--- config.mk ---
export PLATFORM = sky130hd
export DESIGN_NAME = nes_joypad
export DESIGN_NICKNAME = d
export VERILOG_FILES = /design/src/rtl/joypad_pkg.sv /design/src/rtl/joypad_debounce.sv /design/src/rtl/nes_joypad.sv
export SDC_FILE = /design/constraint.sdc
export NUM_CORES = 1
export LEC_CHECK = 0
export CELL_PAD_IN_SITES_DETAIL_PLACEMENT = 1
export CELL_PAD_IN_SITES_GLOBAL_PLACEMENT = 2
export CORE_ASPECT_RATIO = 0.75
export CORE_MARGIN = 1.5
export CORE_UTILIZATION = 40
export DETAILED_ROUTE_END_ITERATION = 12
export GPL_TIMING_DRIVEN = 0
export PLACE_DENSITY_LB_ADDON = 0.1
export SYNTH_ARGS = -nofsm -noshare
export SYNTH_HDL_FRONTEND = slang
export SYNTH_SLANG_ARGS = --single-unit
--- constraint.sdc ---
create_clock -name clk -period 2 [get_ports clk]
set_input_delay 0.2 -clock clk [delete_from_list [all_inputs] [get_ports clk]]
set_output_delay 0.2 -clock clk [all_outputs]
set_load 0.03 [all_outputs]
--- src/rtl/joypad_pkg.sv ---
// Shared constants and types for the NES joypad block: button bit positions and pad counts.
// Button vectors are active-high, bit 0 = A through bit 7 = Right.
package joypad_pkg;

    localparam int NUM_BUTTONS = 8;
    localparam int NUM_PADS    = 2;

    localparam int BTN_A      = 0;
    localparam int BTN_B      = 1;
    localparam int BTN_SELECT = 2;
    localparam int BTN_START  = 3;
    localparam int BTN_UP     = 4;
    localparam int BTN_DOWN   = 5;
    localparam int BTN_LEFT   = 6;
    localparam int BTN_RIGHT  = 7;

    typedef logic [NUM_BUTTONS-1:0] btn_t;

    // One serial read step: drop the bit just presented, feed the fill value in at the top.
    function automatic btn_t shift_in(input btn_t cur, input logic fill);
        return {fill, cur[NUM_BUTTONS-1:1]};
    endfunction

endpackage

--- src/rtl/joypad_debounce.sv ---
// Two-flop synchronizer plus per-button debounce filter for one pad's eight buttons.
// Latency: 2 cycles when DEBOUNCE_CYCLES = 0, otherwise 2 + DEBOUNCE_CYCLES cycles of stable input.
module joypad_debounce
    import joypad_pkg::*;
#(
    parameter int DEBOUNCE_CYCLES = 20000
) (
    input  logic clk,
    input  logic rst,
    input  btn_t raw_i,
    output btn_t state_o
);

    btn_t sync1_q;
    btn_t sync2_q;

    always_ff @(posedge clk) begin
        if (rst) begin
            sync1_q <= '0;
            sync2_q <= '0;
        end else begin
            sync1_q <= raw_i;
            sync2_q <= sync1_q;
        end
    end

    generate
        if (DEBOUNCE_CYCLES == 0) begin : g_bypass
            assign state_o = sync2_q;
        end else begin : g_filter
            localparam int CW = (DEBOUNCE_CYCLES > 1) ? $clog2(DEBOUNCE_CYCLES) : 1;
            localparam logic [CW-1:0] LAST = CW'(DEBOUNCE_CYCLES - 1);

            btn_t          state_q;
            btn_t          state_d;
            logic [CW-1:0] cnt_q [NUM_BUTTONS];
            logic [CW-1:0] cnt_d [NUM_BUTTONS];

            // Counter tracks consecutive cycles of disagreement; any agreement clears it.
            always_comb begin
                state_d = state_q;
                for (int i = 0; i < NUM_BUTTONS; i++) begin
                    cnt_d[i] = '0;
                    if (sync2_q[i] != state_q[i]) begin
                        if (cnt_q[i] == LAST) begin
                            state_d[i] = sync2_q[i];
                        end else begin
                            cnt_d[i] = cnt_q[i] + CW'(1);
                        end
                    end
                end
            end

            always_ff @(posedge clk) begin
                if (rst) begin
                    state_q <= '0;
                    for (int i = 0; i < NUM_BUTTONS; i++) begin
                        cnt_q[i] <= '0;
                    end
                end else begin
                    state_q <= state_d;
                    for (int i = 0; i < NUM_BUTTONS; i++) begin
                        cnt_q[i] <= cnt_d[i];
                    end
                end
            end

            assign state_o = state_q;
        end
    endgenerate

endmodule

--- src/rtl/nes_joypad.sv ---
// NES $4016/$4017 joypad interface: debounced buttons latched on strobe, shifted out one bit per read edge.
// Latency: new serial bit visible the cycle after a read edge; no backpressure, CPU pulses are never stalled.
module nes_joypad
    import joypad_pkg::*;
#(
    parameter int DEBOUNCE_CYCLES = 20000,
    parameter bit FILL_ONES       = 1'b1
) (
    input  logic                clk,
    input  logic                rst,
    input  logic [2:0]          ctrl_strobe,
    input  logic [NUM_PADS-1:0] ctrl_out,
    input  logic [7:0]          buttons0,
    input  logic [7:0]          buttons1,
    output logic [NUM_PADS-1:0] ctrl_data
);

    btn_t                raw      [NUM_PADS];
    btn_t                deb      [NUM_PADS];
    btn_t                sr_q     [NUM_PADS];
    btn_t                sr_d     [NUM_PADS];
    logic [NUM_PADS-1:0] rd_q;
    logic [NUM_PADS-1:0] rd_edge;
    logic                strobe;
    logic                unused_strobe_bits;

    assign raw[0] = buttons0;
    assign raw[1] = buttons1;

    // Only bit 0 of the $4016 latch drives the pads; expansion bits are not wired here.
    assign strobe             = ctrl_strobe[0];
    assign unused_strobe_bits = ^ctrl_strobe[2:1];

    genvar p;
    generate
        for (p = 0; p < NUM_PADS; p++) begin : g_pad
            joypad_debounce #(
                .DEBOUNCE_CYCLES(DEBOUNCE_CYCLES)
            ) u_debounce (
                .clk    (clk),
                .rst    (rst),
                .raw_i  (raw[p]),
                .state_o(deb[p])
            );

            assign ctrl_data[p] = sr_q[p][BTN_A];
        end
    endgenerate

    // A read held high across CPU stall cycles still counts as one edge.
    assign rd_edge = ctrl_out & ~rd_q;

    always_comb begin
        for (int i = 0; i < NUM_PADS; i++) begin
            sr_d[i] = sr_q[i];
            if (strobe) begin
                sr_d[i] = deb[i];
            end else if (rd_edge[i]) begin
                sr_d[i] = shift_in(sr_q[i], FILL_ONES);
            end
        end
    end

    always_ff @(posedge clk) begin
        if (rst) begin
            rd_q <= '0;
            for (int i = 0; i < NUM_PADS; i++) begin
                sr_q[i] <= '0;
            end
        end else begin
            rd_q <= ctrl_out;
            for (int i = 0; i < NUM_PADS; i++) begin
                sr_q[i] <= sr_d[i];
            end
        end
    end

endmodule

==> results_dict.tcl, run 1 <==
set metrics [dict create \
    startpoint "g_pad[1].u_debounce.g_filter.cnt_q[0][90]" \
    dpl-instance-area_um2 13550 \
    synth-seq-area-share_pct 47.76 \
    vias_per_cell 5.118 \
    drt-initial-drc-count 314 \
    clkTransAtPathRegs_ns 0.06 \
    dp_hpwl_mm 19.32 \
    synth_simple_gate_area_share_pct 29.20 \
    crit_path_end_kind "register" \
    worstPathRequired_ns 2.45 \
    antenna_found_initial 0 \
    slew_headroom_pct 52.77 \
    areaGrowthSynthToFinish_pct 15.16 \
    finalSetupViolCount 0 \
    vdd_drop_max_v 0.0004198 \
    clock_latency_ns 0.52 \
    ios 25 \
    synth_top_family_by_area "simple AND/OR/NAND/NOR gates" \
    portBuffers 21 \
    crit_type "register to register" \
    regToRegStartpoint "g_pad[1].u_debounce.g_filter.cnt_q[0][90]" \
    status "finished, final reports clean" \
    synth_xor_area_share_pct 14.95 \
    synth.distinct_cells 37 \
    firstDrtPassIters 4 \
    synth_compound_area_share_pct 1.424 \
    final_layout_size_suffix_gt1_share_pct 7.357 \
    cts_made_buffers 34 \
    clock_skew_ns 0.01141 \
    drcViolationCount 0 \
    cts_max_level 2 \
    grt-ovfl-total 0 \
    drv_slew 0 \
    hold_violations 0 \
    min_period_ns 1.908 \
    tightest_slew_ns 0.7084 \
    clkPwrFrac_pct 50.1 \
    grt_pass1_wl_mm 48.17 \
    dp_cells 1819 \
    synth_warnings 0 \
    grt_max_degree 14 \
    synth_cells 1392 \
    min_path_type "primary input to register" \
    synthMuxAreaShare_pct 2.341 \
    syn_area_um2 12830 \
    synthAdderAreaFrac_pct 1.561 \
    n_antenna_cell 0 \
    root_buffer "clkbuf_16" \
    cts_tree "done" \
    rows 56 \
    p_sw_share_pct 20.79 \
    r2r_setup_slack_ns 0.09 \
    final_cells 1874 \
    rsz0062_at_grt "no" \
    initial_utilization_pct 40.86 \
    pwr-share-seq_pct 47.8 \
    combPwrFrac_pct 2.1 \
    avgSynthCellArea_um2 9.215 \
    fin_crit_sh_pct 95.39 \
    cap_viol_max_count 0 \
    die_y_um 158.1 \
    fill_cells 3578 \
    die_x_um 209.8 \
    cp.arrival_ns 2.36 \
    layout.area.seq_um2 6126 \
    drt-total-wl_mm 28.08 \
    final_cell_mix "dfxtp_1 (306), nor2_1 (273), xor2_1 (151)" \
    p_switching_mw 2.694 \
    clock-sinks 306 \
    crit_fanout 10 \
    hold_buffers 0 \
    core-area_um2 31390 \
    start_kind "register" \
    synth-seq-cells 306 \
    p_leak_nw 5.249 \
    gp_congestion 0.7485 \
    power_density_nw_per_um2 877.2 \
    fin_nets 1484 \
    grt_pass1_vias 9663 \
    clock.fmax_mhz 524.2 \
    final_common_cell "dfxtp_1" \
    ant_nets 0 \
    routedWlPerCell_um 14.98 \
    design.die.area_um2 33160 \
    grt_use_total_pct 17.63 \
    dr_total_vias 9592 \
    synth_fp_nets 1431 \
    p_int_mw 10.26 \
    multi_input_area_um2 6376 \
    clk_path_buf_depth 3 \
    final_cell_area_um2 14770 \
    hold_start "ctrl_strobe[0]" \
]
-- kinds of logic (layout without fill, tap and decap cells) --
family / count (synthesis) / count (layout)
AND/OR/NAND/NOR: 714 / 714
flip-flops: 306 / 306
XOR/XNOR: 219 / 219
buffers and inverters: 79 / 155
multiplexers: 30 / 30
AO/OA/AOI/OAI: 28 / 28
adder cells (fa/ha/maj): 16 / 16
-- what timing repair did --
action / 4_1_cts / 5_1_grt
setup buffers: 3 / 5
gates cloned: 0 / 0
pin swaps: 3 / 5
setup endpoints to repair: 118 / 167
hold endpoints to repair: 0 / 0
gates resized for setup: 7 / 16
-- power by group through the flow --
stage / combinational [mW] / clock, mW / sequential (mW)
6_report: 0.272 / 6.50 / 6.19
5_1_grt: 0.301 / 7.00 / 6.19
4_1_cts: 0.276 / 6.75 / 6.19
3_5_place_dp: 0.273 / 0 / 6.33
3_3_place_gp: 0.270 / 0 / 6.32
2_1_floorplan: 0.161 / 0 / 6.32
-- worst paths after layout --
path / cells past startpoint / end
setup / recovery: 8 / g_pad[1].u_debounce.g_filter.cnt_q[0][101]
hold / removal: 3 / sr_q[0][11]
setup reg to reg: 8 / g_pad[1].u_debounce.g_filter.cnt_q[0][101]
hold reg to reg: 1 / g_pad[1].u_debounce.sync2_q[5]
-- per-layer routing --
| metal | GRT usage [%] | wire length, µm | up-vias |
|---|---|---|---|
| met1 | 25.24 | 14940 | 4602 |
| met3 | 2.995 | 680 | 33 |
| li1 | - | - | 4888 |
| met2 | 27.02 | 11940 | 69 |
| met4 | 5.413 | 516 | 0 |
| met5 | 0 | 0 | - |
-- flip-flops by register name (all words and copies together) (netlist names) --
signal / flops
g_pad.u_debounce.sync2_q: 16
sr_q: 16
g_pad.u_debounce.state_o: 16
rd_q: 2
g_pad.u_debounce.sync1_q: 16
g_pad.u_debounce.g_filter.cnt_q: 240
-- area by class of cell --
class	instances	share of cell area, %
repair buffers	29	1.830
multi-input cells	1007	43.16
flip-flops and latches	306	41.47
well taps	406	3.439
clock buffers	47	6.996
plain buffers	50	1.753
inverters	17	0.4320
clock inverters	12	0.9148
-- synth_stat cells --
| cell | instances | share of area, % |
|---|---|---|
| buf_2 | 16 | 0.62 |
| buf_4 | 2 | 0.12 |
| nand2b_1 | 8 | 0.39 |
| xnor2_1 | 68 | 4.6 |
| nand3_1 | 83 | 3.2 |
| mux2i_1 | 30 | 2.3 |
| nand2_1 | 48 | 1.4 |
| or4b_1 | 2 | 0.16 |
| nor2b_1 | 35 | 1.7 |
| ha_1 | 16 | 1.6 |
| a21oi_1 | 6 | 0.23 |
| or2_0 | 1 | 0.049 |
| clkbuf_1 | 36 | 1.1 |
| nor2_1 | 273 | 8.0 |
| nor4_4 | 1 | 0.17 |
| and3_1 | 46 | 2.2 |
| and4_4 | 1 | 0.088 |
| buf_1 | 4 | 0.12 |
| nor3_1 | 20 | 0.78 |
| nor4bb_1 | 1 | 0.078 |
| a211oi_1 | 14 | 0.82 |
| and4_1 | 42 | 2.9 |
| nand2b_4 | 1 | 0.11 |
| buf_6 | 4 | 0.35 |
| nand4_1 | 90 | 4.4 |
| o21bai_1 | 1 | 0.059 |
| or4_4 | 1 | 0.088 |
| xor2_1 | 151 | 10 |
| and2_1 | 14 | 0.68 |
| or3_1 | 8 | 0.39 |
| a21o_1 | 2 | 0.12 |
| inv_1 | 17 | 0.50 |
| dfxtp_1 | 306 | 48 |
| nor4b_1 | 22 | 1.5 |
| nor4_1 | 16 | 0.78 |
| o21ai_0 | 5 | 0.20 |
| or4b_4 | 1 | 0.11 |
-- through the flow --
stage / utilization, % / setup slack, ns / setup TNS (ns) / hold WS (ns) / power (mW)
2_1_floorplan: - / 0.2114 / 0 / 0.3282 / 6.477
3_3_place_gp: 43.15 / -1.076 / -91.47 / 0.4163 / 6.592
3_5_place_dp: 43.15 / -1.038 / -79.94 / 0.4268 / 6.598
4_1_cts: 46.95 / 0.001767 / 0 / 0.1469 / 13.22
5_1_grt: 47.06 / 0.001754 / 0 / 0.1653 / 13.49
6_report: 47.06 / 0.09218 / 0 / 0.1717 / 12.96
-- critical path, stage by stage, from the launching register on --
cell and delay [ns]:
dfxtp_1 0.32, ha_2 0.21, and4_1 0.20, buf_2 0.15, and4_4 0.19, or3_1 0.34
buf_2 0.17, buf_6 0.15, nor2_1 0.11
Note: power is estimated with default switching activity, not from simulation.
==> inputs of run 2 (changes only) <==
Settings changed: CORE_UTILIZATION 40 to 36.
Clock period 2 ns to 1.6 ns, I/O delays scaled along.
==> results_dict.tcl, run 2 (synthesis gave the netlist of run 1 again) <==
set metrics [dict create \
    status "finished, violations left" \
    violations "negative setup slack" \
    clock.fmax_mhz 564.3 \
    whs_path_depth 3 \
    clock_latency_ns 0.52 \
    core-area_um2 34920 \
    vias_per_cell 4.942 \
    final_common_cell "dfxtp_1" \
    routedWlPerCell_um 14.93 \
    die_x_um 221.0 \
    crit_type "register to register" \
    min_path_type "primary input to register" \
    r2r_setup_slack_ns -0.17 \
    n_antenna_cell 0 \
    regMostFlops "g_pad.u_debounce.g_filter.cnt_q" \
    setup_slack_ns -0.1721 \
    final_layout_size_suffix_gt1_share_pct 17.45 \
    portBuffers 21 \
    ant_nets 0 \
    grt_pass1_vias 9768 \
    start_kind "register" \
    design.die.area_um2 36790 \
    drcViolationCount 0 \
    initial_utilization_pct 36.74 \
    dr_total_vias 9706 \
    min_period_ns 1.772 \
    layout.area.seq_um2 6182 \
    cts_max_level 2 \
    hold_start "ctrl_strobe[0]" \
    dp_hpwl_mm 19.33 \
    rsz0062_at_grt "yes" \
    total_power_mw 16.37 \
    drt-initial-drc-count 294 \
    die_y_um 166.5 \
    largest_register_ffs 240 \
    clock_skew_ns 0.01666 \
    slew_headroom_pct 63.32 \
    grt_pass1_wl_mm 49.34 \
    antenna_found_initial 0 \
    grt_use_total_pct 15.98 \
    clk_path_buf_depth 3 \
    root_buffer "clkbuf_16" \
    areaGrowthSynthToFinish_pct 22.81 \
    cts_made_buffers 35 \
    fin_crit_sh_pct 110.8 \
    regToRegStartpoint "g_pad[0].u_debounce.g_filter.cnt_q[0][12]" \
    drt-total-wl_mm 29.33 \
    vdd_drop_max_v 0.0008717 \
    firstDrtPassIters 4 \
    cap_viol_max_count 0 \
    finalSetupViolCount 28 \
    drv_slew 0 \
    pre_cts_slack_ns -1.587 \
    tightest_slew_ns 0.5502 \
    worstPathRequired_ns 2.00 \
    hold_buffers 0 \
    clkTransAtPathRegs_ns 0.06 \
    gp_congestion 0.7364 \
    fill_cells 3954 \
    power_density_nw_per_um2 1039 \
    rr_endpoint "g_pad[0].u_debounce.g_filter.cnt_q[0][8]" \
    grt_max_degree 15 \
    p_leak_nw 5.545 \
    final_cell_mix "dfxtp_1 (275), nor2_1 (247), xor2_1 (151)" \
    rows 59 \
    crit_fanout 5 \
    cts_tree "done" \
    ios 25 \
    min_to "sr_q[0][8]" \
    grt-ovfl-total 0 \
    rr_worst_depth 7 \
    cp.arrival_ns 2.18 \
    hold_violations 0 \
    multi_input_area_um2 6753 \
    fin_nets 1521 \
    crit_path_end_kind "register" \
    clock-sinks 306 \
]
==> run 2: metal layers <==
layer	wire, µm	up-vias	global-route usage (%)
met1	15600	4661	23.14
li1	-	4945	-
met5	0	-	0
met4	411	0	4.018
met2	12600	66	24.56
met3	716	34	2.752
==> run 2: report_power, final <==
part	internal [mW]	leakage, nW	switching (mW)
registers	7.69	2.49	0.0438
logic	0.188	2.47	0.206
clock network	5.04	0.586	3.20
total	12.9	5.55	3.45
==> run 2: layout make-up <==
class                   instances  area share (%)
multi-input cells            1007           42.87
flip-flops and latches        306           39.25
clock buffers                  50           6.632
repair buffers                 79           4.504
well taps                     457           3.630
plain buffers                  36           1.787
clock inverters                12          0.9293
inverters                      17          0.4051
==> run 2: worst max-delay path by stage <==
stage	start	end	slack [ns]
2_1_floorplan	g_pad[0].u_debounce.g_filter.cnt_q[0][5]	g_pad[0].u_debounce.g_filter.cnt_q[0][11]	-0.04
3_5_place_dp	rst	g_pad[1].u_debounce.state_o[5]	-1.59
6_report	g_pad[0].u_debounce.g_filter.cnt_q[0][12]	g_pad[0].u_debounce.g_filter.cnt_q[0][8]	-0.17
3_3_place_gp	rst	sr_q[0][6]	-1.52
5_1_grt	g_pad[0].u_debounce.g_filter.cnt_q[0][12]	g_pad[0].u_debounce.g_filter.cnt_q[0][8]	-0.26
4_1_cts	g_pad[0].u_debounce.g_filter.cnt_q[0][12]	g_pad[0].u_debounce.g_filter.cnt_q[0][8]	-0.17
==> run 2: stage by stage <==
stage               hold slack [ns]  instances  instance area, µm²  TNS, ns  util [%]
floorplan                    0.2882       1392               12880  -0.6104         -
global route                 0.1589       1964               15750   -5.100     45.11
CTS                          0.1256       1952               15320   -3.114     43.88
finish                       0.1381       1964               15750   -3.121     45.11
detailed placement           0.4218       1870               13670  -201.44     39.14
global placement             0.4159       1870               13670  -193.39     39.14
==> run 2: timing repair <==
| action | CTS | global route |
|---|---|---|
| cloned | 2 | 0 |
| buffers inserted | 34 | 23 |
| resized for setup | 97 | 88 |
| endpoints found under the setup margin | 277 | 231 |
| pin swaps | 26 | 13 |
==> run 2: worst max-delay path, stage by stage (launching register included) <==
cell and delay, ns:
dfxtp_2 0.32, or4b_4 0.54, nor4_4 0.25, or2_0 0.15
buf_4 0.14, buf_12 0.11, buf_8 0.11, nor2_1 0.05
==> inputs of run 3 (changes only) <==
Settings changed: GPL_TIMING_DRIVEN 0 to unset, MAX_ROUTING_LAYER set to met4.
==> results_dict.tcl, run 3 (synthesis gave the netlist of run 1 again) <==
set metrics [dict create \
    cts_made_buffers 36 \
    total_power_mw 16.37 \
    core-area_um2 34920 \
    min_to "g_pad[1].u_debounce.state_o[7]" \
    status "finished, violations left" \
    final_cell_area_um2 15850 \
    slew_headroom_pct 61.86 \
    setup_slack_ns -0.07161 \
    vias_per_cell 4.912 \
    drv_slew 0 \
    rr_worst_depth 4 \
    clock-sinks 306 \
    largest_register_ffs 240 \
    cts_tree "done" \
    hold_buffers 0 \
    final_cell_mix "dfxtp_1 (296), nor2_1 (257), xor2_1 (151)" \
    min_path_type "primary input to register" \
    drcViolationCount 0 \
    grt-ovfl-total 0 \
    clk_path_buf_depth 3 \
    finalSetupViolCount 28 \
    cts_max_level 2 \
    cap_viol_max_count 0 \
    areaGrowthSynthToFinish_pct 23.53 \
    dpl-instance-area_um2 14430 \
    p_leak_nw 5.841 \
    tightest_slew_ns 0.5721 \
    ant_nets 0 \
    dr_total_vias 9833 \
    fin_tns_setup_ns -0.7480 \
    crit_path_end_kind "register" \
    hold_start "rst" \
    grt_use_total_pct 16.19 \
    vdd_drop_max_v 0.0007278 \
    portBuffers 22 \
    dp_hpwl_mm 19.12 \
    violations "negative setup slack" \
    r2r_setup_slack_ns -0.07 \
    whs_path_depth 2 \
    grt_max_degree 48 \
    final_cells 2002 \
    worstPathRequired_ns 1.98 \
    clock.fmax_mhz 598.2 \
    crit_type "register to register" \
    initial_utilization_pct 36.74 \
    cp.arrival_ns 2.06 \
    routedWlPerCell_um 13.81 \
    fill_cells 4004 \
    firstDrtPassIters 4 \
    clock_skew_ns 0.007143 \
    power_density_nw_per_um2 1033 \
    die_y_um 166.5 \
    hold_violations 0 \
    gp_congestion 0.7698 \
    n_antenna_cell 0 \
    antenna_found_initial 0 \
    start_kind "register" \
    dp_cells 1934 \
    ios 25 \
    drt-total-wl_mm 27.66 \
    drt-initial-drc-count 379 \
    root_buffer "clkbuf_16" \
    design.die.area_um2 36790 \
    fin_crit_sh_pct 104.5 \
    fin_nets 1560 \
    clkTransAtPathRegs_ns 0.06 \
    rsz0062_at_grt "yes" \
    min_period_ns 1.672 \
    crit_fanout 3 \
    clock_latency_ns 0.51 \
    final_common_cell "dfxtp_1" \
    regMostFlops "g_pad.u_debounce.g_filter.cnt_q" \
    grt_pass1_wl_mm 49.29 \
    regToRegStartpoint "g_pad[1].u_debounce.g_filter.cnt_q[0][118]" \
    grt_pass1_vias 10050 \
    rr_endpoint "g_pad[1].u_debounce.state_o[7]" \
    rows 59 \
    die_x_um 221.0 \
    final_layout_size_suffix_gt1_share_pct 15.15 \
]
[run 3: cell count changes in the layout (fill, tap and decap cells not counted), sizes merged]
cell	change
clkinv	-1
clkbuf	-9
dlygate4sd2	+1
buf	+50
nand2b	+1
clkinvlp	-2
bufinv	-1
clkdlybuf4s15	-1
[run 3: power by group]
part           leakage (nW)  internal [mW]  switching [mW]
Sequential             2.48           7.70          0.0381
Combinational          2.76          0.189           0.190
Clock                 0.600           5.09            3.16
Total                  5.84           13.0            3.39
[run 3: critical path: stages (launching register included)]
cell     delay [ns]
dfxtp_2        0.32
or4b_1         0.51
or4_4          0.47
mux2i_1        0.19
nor2_1         0.05
[run 3: layout make-up]
class | instances | area [µm²] | area share, %
Multi-Input combinational cell | 1008 | 6536 | 41.25
Clock inverter | 8 | 93.84 | 0.5922
Tap cell | 457 | 571.8 | 3.609
Clock buffer | 54 | 1110 | 7.004
Sequential cell | 306 | 6138 | 38.74
Inverter | 17 | 63.81 | 0.4027
Timing Repair Buffer | 152 | 1331 | 8.402
[run 3: per-layer routing]
metal,vias to the layer above,part of all wire (%),GRT usage (%)
li1,5024,-,-
met1,4681,53,22.85
met2,76,42,23.64
met3,52,3.0,2.858
met4,0,2.1,4.528
met5,-,0,-
[run 3: worst max path at each step]
stage	startpoint	to	slack [ns]
after floorplan	g_pad[0].u_debounce.g_filter.cnt_q[0][5]	g_pad[0].u_debounce.g_filter.cnt_q[0][11]	-0.04
after global placement	g_pad[1].u_debounce.g_filter.cnt_q[0][118]	g_pad[1].u_debounce.g_filter.cnt_q[0][108]	-0.04
after detailed placement	g_pad[1].u_debounce.g_filter.cnt_q[0][118]	g_pad[1].u_debounce.g_filter.cnt_q[0][111]	-0.05
after CTS	g_pad[1].u_debounce.g_filter.cnt_q[0][118]	g_pad[1].u_debounce.state_o[7]	-0.06
after global routing	g_pad[1].u_debounce.g_filter.cnt_q[0][118]	g_pad[1].u_debounce.state_o[7]	-0.12
final	g_pad[1].u_debounce.g_filter.cnt_q[0][118]	g_pad[1].u_debounce.state_o[7]	-0.07
[run 3: timing repair]
item / in CTS / in global routing
pin swaps: 0 / 26
hold endpoints to repair: 0 / 0
setup buffers: 0 / 5
cloned: 0 / 1
setup endpoints to repair: 30 / 100
gates resized for setup: 4 / 43
[run 3: per-stage QoR]
stage	utilization (%)	setup WS [ns]	hold WS, ns
final	45.38	-0.07161	0.1046
after global routing	45.38	-0.1173	0.1432
after CTS	44.78	-0.05982	0.1201
after detailed placement	41.32	-0.05318	0.4266
after global placement	41.32	-0.03912	0.4176
after floorplan	-	-0.03677	0.2882
